File: src/rtl/cpu_pkg.sv
// Shared definitions for the 8-bit bus CPU control path:
// opcodes, T-states and the control-word bit layout.
package cpu_pkg;

  localparam int STEP_W = 3;
  localparam int OP_W   = 4;

  localparam logic [3:0] OP_NOP = 4'h0;
  localparam logic [3:0] OP_LDA = 4'h1;
  localparam logic [3:0] OP_ADD = 4'h2;
  localparam logic [3:0] OP_SUB = 4'h3;
  localparam logic [3:0] OP_STA = 4'h4;
  localparam logic [3:0] OP_LDI = 4'h5;
  localparam logic [3:0] OP_JMP = 4'h6;
  localparam logic [3:0] OP_JC  = 4'h7;
  localparam logic [3:0] OP_JZ  = 4'h8;
  localparam logic [3:0] OP_OUT = 4'hE;
  localparam logic [3:0] OP_HLT = 4'hF;

  localparam logic [2:0] T0 = 3'd0;
  localparam logic [2:0] T1 = 3'd1;
  localparam logic [2:0] T2 = 3'd2;
  localparam logic [2:0] T3 = 3'd3;
  localparam logic [2:0] T4 = 3'd4;

  localparam int CW_PC_EN     = 0;
  localparam int CW_PC_INC    = 1;
  localparam int CW_PC_LATCH  = 2;
  localparam int CW_MAR_LATCH = 3;
  localparam int CW_RAM_EN    = 4;
  localparam int CW_RAM_LATCH = 5;
  localparam int CW_IR_EN     = 6;
  localparam int CW_IR_LATCH  = 7;
  localparam int CW_A_EN      = 8;
  localparam int CW_A_LATCH   = 9;
  localparam int CW_B_LATCH   = 10;
  localparam int CW_ALU_EN    = 11;
  localparam int CW_ALU_SUB   = 12;
  localparam int CW_FLAGS     = 13;
  localparam int CW_OUT_LATCH = 14;
  // Not a bus strobe: tells the sequencer to set halted.
  localparam int CW_HLT       = 15;

  typedef logic [15:0] ctrl_word_t;

  function automatic ctrl_word_t cw(input int b);
    ctrl_word_t w;
    w = '0;
    w[b] = 1'b1;
    return w;
  endfunction

endpackage

File: src/rtl/microcode_rom.sv
// Combinational microcode: (opcode, step, flags) -> control word
// plus a flag marking the final T-state of the instruction.
module microcode_rom
  import cpu_pkg::*;
#(
  parameter int STEP_W_P = 3,
  parameter int OP_W_P   = 4
) (
  input  logic [OP_W_P-1:0]   i_opcode,
  input  logic [STEP_W_P-1:0] i_step,
  input  logic                i_flag_c,
  input  logic                i_flag_z,
  output ctrl_word_t          o_ctrl,
  output logic                o_last
);

  always_comb begin
    o_ctrl = '0;
    o_last = 1'b0;
    unique case (i_step)
      T0: o_ctrl = cw(CW_PC_EN) | cw(CW_MAR_LATCH);
      T1: o_ctrl = cw(CW_RAM_EN) | cw(CW_IR_LATCH)
                 | cw(CW_PC_INC);
      T2: begin
        o_last = 1'b1;
        case (i_opcode)
          OP_LDA, OP_STA: begin
            o_ctrl = cw(CW_IR_EN) | cw(CW_MAR_LATCH);
            o_last = 1'b0;
          end
          OP_ADD, OP_SUB: begin
            o_ctrl = cw(CW_IR_EN) | cw(CW_MAR_LATCH);
            o_last = 1'b0;
          end
          OP_LDI: o_ctrl = cw(CW_IR_EN) | cw(CW_A_LATCH);
          OP_JMP: o_ctrl = cw(CW_IR_EN) | cw(CW_PC_LATCH);
          OP_JC: begin
            if (i_flag_c)
              o_ctrl = cw(CW_IR_EN) | cw(CW_PC_LATCH);
          end
          OP_JZ: begin
            if (i_flag_z)
              o_ctrl = cw(CW_IR_EN) | cw(CW_PC_LATCH);
          end
          OP_OUT: o_ctrl = cw(CW_A_EN) | cw(CW_OUT_LATCH);
          OP_HLT: o_ctrl = cw(CW_HLT);
          default: o_ctrl = '0;
        endcase
      end
      T3: begin
        o_last = 1'b1;
        case (i_opcode)
          OP_LDA: o_ctrl = cw(CW_RAM_EN) | cw(CW_A_LATCH);
          OP_ADD, OP_SUB: begin
            o_ctrl = cw(CW_RAM_EN) | cw(CW_B_LATCH);
            o_last = 1'b0;
          end
          OP_STA: o_ctrl = cw(CW_A_EN) | cw(CW_RAM_LATCH);
          default: o_ctrl = '0;
        endcase
      end
      T4: begin
        o_last = 1'b1;
        case (i_opcode)
          OP_ADD: o_ctrl = cw(CW_ALU_EN) | cw(CW_A_LATCH)
                         | cw(CW_FLAGS);
          OP_SUB: o_ctrl = cw(CW_ALU_EN) | cw(CW_A_LATCH)
                         | cw(CW_FLAGS) | cw(CW_ALU_SUB);
          default: o_ctrl = '0;
        endcase
      end
      // Unreachable steps: emit nothing, wrap to T0.
      default: begin
        o_ctrl = '0;
        o_last = 1'b1;
      end
    endcase
  end

endmodule

File: src/rtl/control_sequencer.sv
// T-state sequencer for the 8-bit bus CPU: step counter, halt flag
// and run/reset gating around the microcode ROM.
module control_sequencer
  import cpu_pkg::*;
#(
  parameter int STEP_W = 3,
  parameter int OP_W   = 4
) (
  input  logic              clk,
  input  logic              reset,
  input  logic              run,
  input  logic [OP_W-1:0]   opcode,
  input  logic              flag_c,
  input  logic              flag_z,
  output logic              pc_en,
  output logic              pc_inc,
  output logic              pc_latch,
  output logic              mar_latch,
  output logic              ram_en,
  output logic              ram_latch,
  output logic              ir_en,
  output logic              ir_latch,
  output logic              a_en,
  output logic              a_latch,
  output logic              b_latch,
  output logic              alu_en,
  output logic              alu_sub,
  output logic              flags_latch,
  output logic              out_latch,
  output logic              halted,
  output logic [STEP_W-1:0] tstate
);

  logic [STEP_W-1:0] r_step;
  logic              r_halted;
  logic [STEP_W-1:0] w_next_step;
  logic              w_next_halted;
  ctrl_word_t        w_ctrl;
  ctrl_word_t        w_out;
  logic              w_last;
  logic              w_active;

  microcode_rom #(
    .STEP_W_P (STEP_W),
    .OP_W_P   (OP_W)
  ) u_rom (
    .i_opcode (opcode),
    .i_step   (r_step),
    .i_flag_c (flag_c),
    .i_flag_z (flag_z),
    .o_ctrl   (w_ctrl),
    .o_last   (w_last)
  );

  always_ff @(posedge clk) begin
    if (reset) begin
      r_step   <= '0;
      r_halted <= 1'b0;
    end else begin
      r_step   <= w_next_step;
      r_halted <= w_next_halted;
    end
  end

  always_comb begin
    w_next_step   = r_step;
    w_next_halted = r_halted;
    if (run && !r_halted) begin
      w_next_step = w_last ? '0 : r_step + STEP_W'(1);
      if (w_ctrl[CW_HLT])
        w_next_halted = 1'b1;
    end
  end

  assign w_active = run & ~r_halted & ~reset;

  always_comb begin
    w_out = '0;
    if (w_active)
      w_out = w_ctrl;
  end

  assign pc_en       = w_out[CW_PC_EN];
  assign pc_inc      = w_out[CW_PC_INC];
  assign pc_latch    = w_out[CW_PC_LATCH];
  assign mar_latch   = w_out[CW_MAR_LATCH];
  assign ram_en      = w_out[CW_RAM_EN];
  assign ram_latch   = w_out[CW_RAM_LATCH];
  assign ir_en       = w_out[CW_IR_EN];
  assign ir_latch    = w_out[CW_IR_LATCH];
  assign a_en        = w_out[CW_A_EN];
  assign a_latch     = w_out[CW_A_LATCH];
  assign b_latch     = w_out[CW_B_LATCH];
  assign alu_en      = w_out[CW_ALU_EN];
  assign alu_sub     = w_out[CW_ALU_SUB];
  assign flags_latch = w_out[CW_FLAGS];
  assign out_latch   = w_out[CW_OUT_LATCH];
  assign halted      = r_halted;
  assign tstate      = r_step;

endmodule

File: config.mk
export PLATFORM = sky130hd
export DESIGN_NAME = control_sequencer
export DESIGN_NICKNAME = d
export VERILOG_FILES = /design/src/rtl/cpu_pkg.sv /design/src/rtl/microcode_rom.sv /design/src/rtl/control_sequencer.sv
export SDC_FILE = /design/constraint.sdc
export NUM_CORES = 1
export LEC_CHECK = 0
export CAP_MARGIN = 15
export CORE_MARGIN = 5
export CORE_UTILIZATION = 42
export DETAILED_ROUTE_END_ITERATION = 10
export PLACE_DENSITY = 0.85
export SLEW_MARGIN = 20
export SYNTH_ARGS = -nofsm -noshare
export SYNTH_HDL_FRONTEND = slang
export SYNTH_SLANG_ARGS = --single-unit
File: constraint.sdc
create_clock -name clk -period 4.75 [get_ports clk]
set_clock_uncertainty 0.1 [all_clocks]
set_input_delay 0.95 -clock clk [delete_from_list [all_inputs] [get_ports clk]]
set_output_delay 0.95 -clock clk [all_outputs]
set_load 0.005 [all_outputs]
==> results_dict.tcl <==
set metrics [dict create \
    hpwl_um 1360 \
    start_kind "input port" \
    syn_area_um2 577 \
    cts_root_buf "clkbuf_4" \
    ys.flop_type "dfxtp_1" \
    path_max_fanout 8 \
    cts-htree-levels 1 \
    cp.arrival_ns 3.11 \
    setup_tns_ns 0 \
    most-common-layout-cells "27 x clkdlybuf4s50_1, 11 x nor2_1, 10 x nor3_1" \
    port_buffers 27 \
    synth_top_cell_by_area "dfxtp_1" \
    clk_pin_slew_ns 0.04 \
    grt_pass1_wl_um 2830 \
    first_pass_iters 4 \
    cts_made_buffers 3 \
    ff2ff_setup_slack_ns 3.11 \
    layout_min_cycle_time_ns 4.16 \
    end_kind "output port" \
    syn_inst 86 \
    vias_per_cell 5.35 \
    synthXorXnorAreaFrac 0 \
    irDropWorstVdd_mv 0.123 \
    fp-row-count 13 \
    finalCritPeriodShare 0.876 \
    grt_start_max_net_pins 13 \
    crit_type "in -> out" \
    finalPower_uw 146 \
    antenna-diode-count 0 \
    hold_viol 0 \
    synth_top_family_by_area "simple AND/OR/NAND/NOR gates" \
    synthTopCellsByArea "dfxtp_1 14%, ha_1 11%, nor3_1 8.7%" \
    synth-edff-count 0 \
    setup_viol 0 \
    outcome "finished clean" \
    num_io_pins 28 \
    die_area_um2 2210 \
    worstSkewPairLatency_ns 0.23 \
    drcViolationCount 0 \
    mostFrequentLayoutCell "clkdlybuf4s50_1" \
    required_ns 3.70 \
    drive_above_1_share 0.0550 \
    antenna_found_initial 0 \
    netlist.area_leader.share 0.139 \
    drtIter0Drc 9 \
    muxShareOfSynthArea 0.0174 \
    async_reset_ff_frac 0 \
    area_delta_synth_final_pct 47.3 \
    power_density_nw_per_um2 172 \
    core_area_um2 1300 \
    fillers 130 \
    fmax_mhz 240 \
    start_util 0.443 \
    die_height_um 47.1 \
    cts.repair.resized 0 \
    overflow 0 \
    synth-simple-area-share 0.427 \
    drv_slew 0 \
    nNetsFinal 125 \
    wl_per_cell_um 13.4 \
    grt_usage 0.178 \
    slew_headroom 0.731 \
    cts.sinks 4 \
    max_slew.worst_pin.slew_ns 0.402 \
    utilization 0.653 \
    postCtsHoldBufs 0 \
    rsz0062_at_grt "no" \
    place_congestion 0.828 \
    postCtsSetupBuffers 0 \
    grt_pass1_vias 675 \
    synth_cell_type_count 31 \
    synth-seq-cells 4 \
    syn_area_per_cell_um2 6.71 \
    cts_tree "yes" \
    fp.dieW_um 47.1 \
    cts_buffer_depth 2 \
    vias 664 \
    worstHoldPathType "reg -> reg" \
    cap_violations 0 \
    syn-num-nets 100 \
    synth_adder_area_share 0.108 \
    wirelength_um 1660 \
    p_leak_uw 0.000306 \
    synth_seq_area_share 0.139 \
    ys_warn_count 0 \
    synth_compound_area_frac 0.195 \
    antenna_left 0 \
]
[registers in the layout, summed over array words and instances (netlist names)]
name	flops
tstate	3
halted	1
[Yosys cell counts (all sizes together), types with 2 or more instances]
library cell,instances
dfxtp,4
o21ai,3
and2,2
nor2b,2
nor3,10
nand2b,2
or3,2
a22oi,2
inv,7
a21oi,4
or3b,4
ha,5
nand2,7
buf,6
o31ai,2
nor2,11
[area by class of cell]
class                      count  area [um2]  share of cell area
timing repair buffer          27         270               0.318
tap                           15        18.8              0.0221
inverter                       7        26.3              0.0309
clock buffer                   3        22.5              0.0265
sequential                     4        80.1              0.0943
multi-input combinational     68         432               0.508
[metrics by stage]
step / worst slack [ns] / hold slack [ns] / std cells / area [um2]
2_1_floorplan: 1.71 / 0.398 / 86 / 577
3_3_place_gp: 0.685 / 0.415 / 121 / 827
3_5_place_dp: 0.587 / 0.425 / 121 / 827
4_1_cts: 0.588 / 0.437 / 124 / 850
5_1_grt: 0.491 / 0.492 / 124 / 850
6_report: 0.591 / 0.423 / 124 / 850
[where the power goes]
part	internal [uW]	switching, uW	total (uW)
Sequential	36.4	3.72	40.1
Clock	28.2	13.6	41.8
Combinational	32.1	32.3	64.5
[worst paths after layout]
kind / depth (start not counted) / start / end
min: 2 / tstate[1] / tstate[1]
min reg2reg: 2 / tstate[1] / tstate[1]
max reg2reg: 6 / tstate[0] / tstate[1]
max: 5 / reset / ram_latch
[metal layers]
metal / vias up / global-route usage / routed length, um
met5: - / 0 / 0
met4: 0 / 0.0939 / 25
met1: 288 / 0.213 / 690
met3: 4 / 0.0307 / 103
li1: 347 / - / -
met2: 25 / 0.301 / 842
[cells by family (layout without fill, tap and decap cells)]
family / count (synthesis) / count (layout)
and+or+nand+nor: 45 / 45
AOI/OAI and AO/OA: 17 / 17
buffers and inverters: 14 / 37
adders and majority gates: 5 / 5
DFF: 4 / 4
muxes: 1 / 1
[worst max-delay path: stages]
cell and delay (ns):
clkdlybuf4s50_1 0.48, or3b_1 0.50, or3b_1 0.46, nor4_2 0.17, clkdlybuf4s50_1 0.54
(Power assumes the default switching activity.)
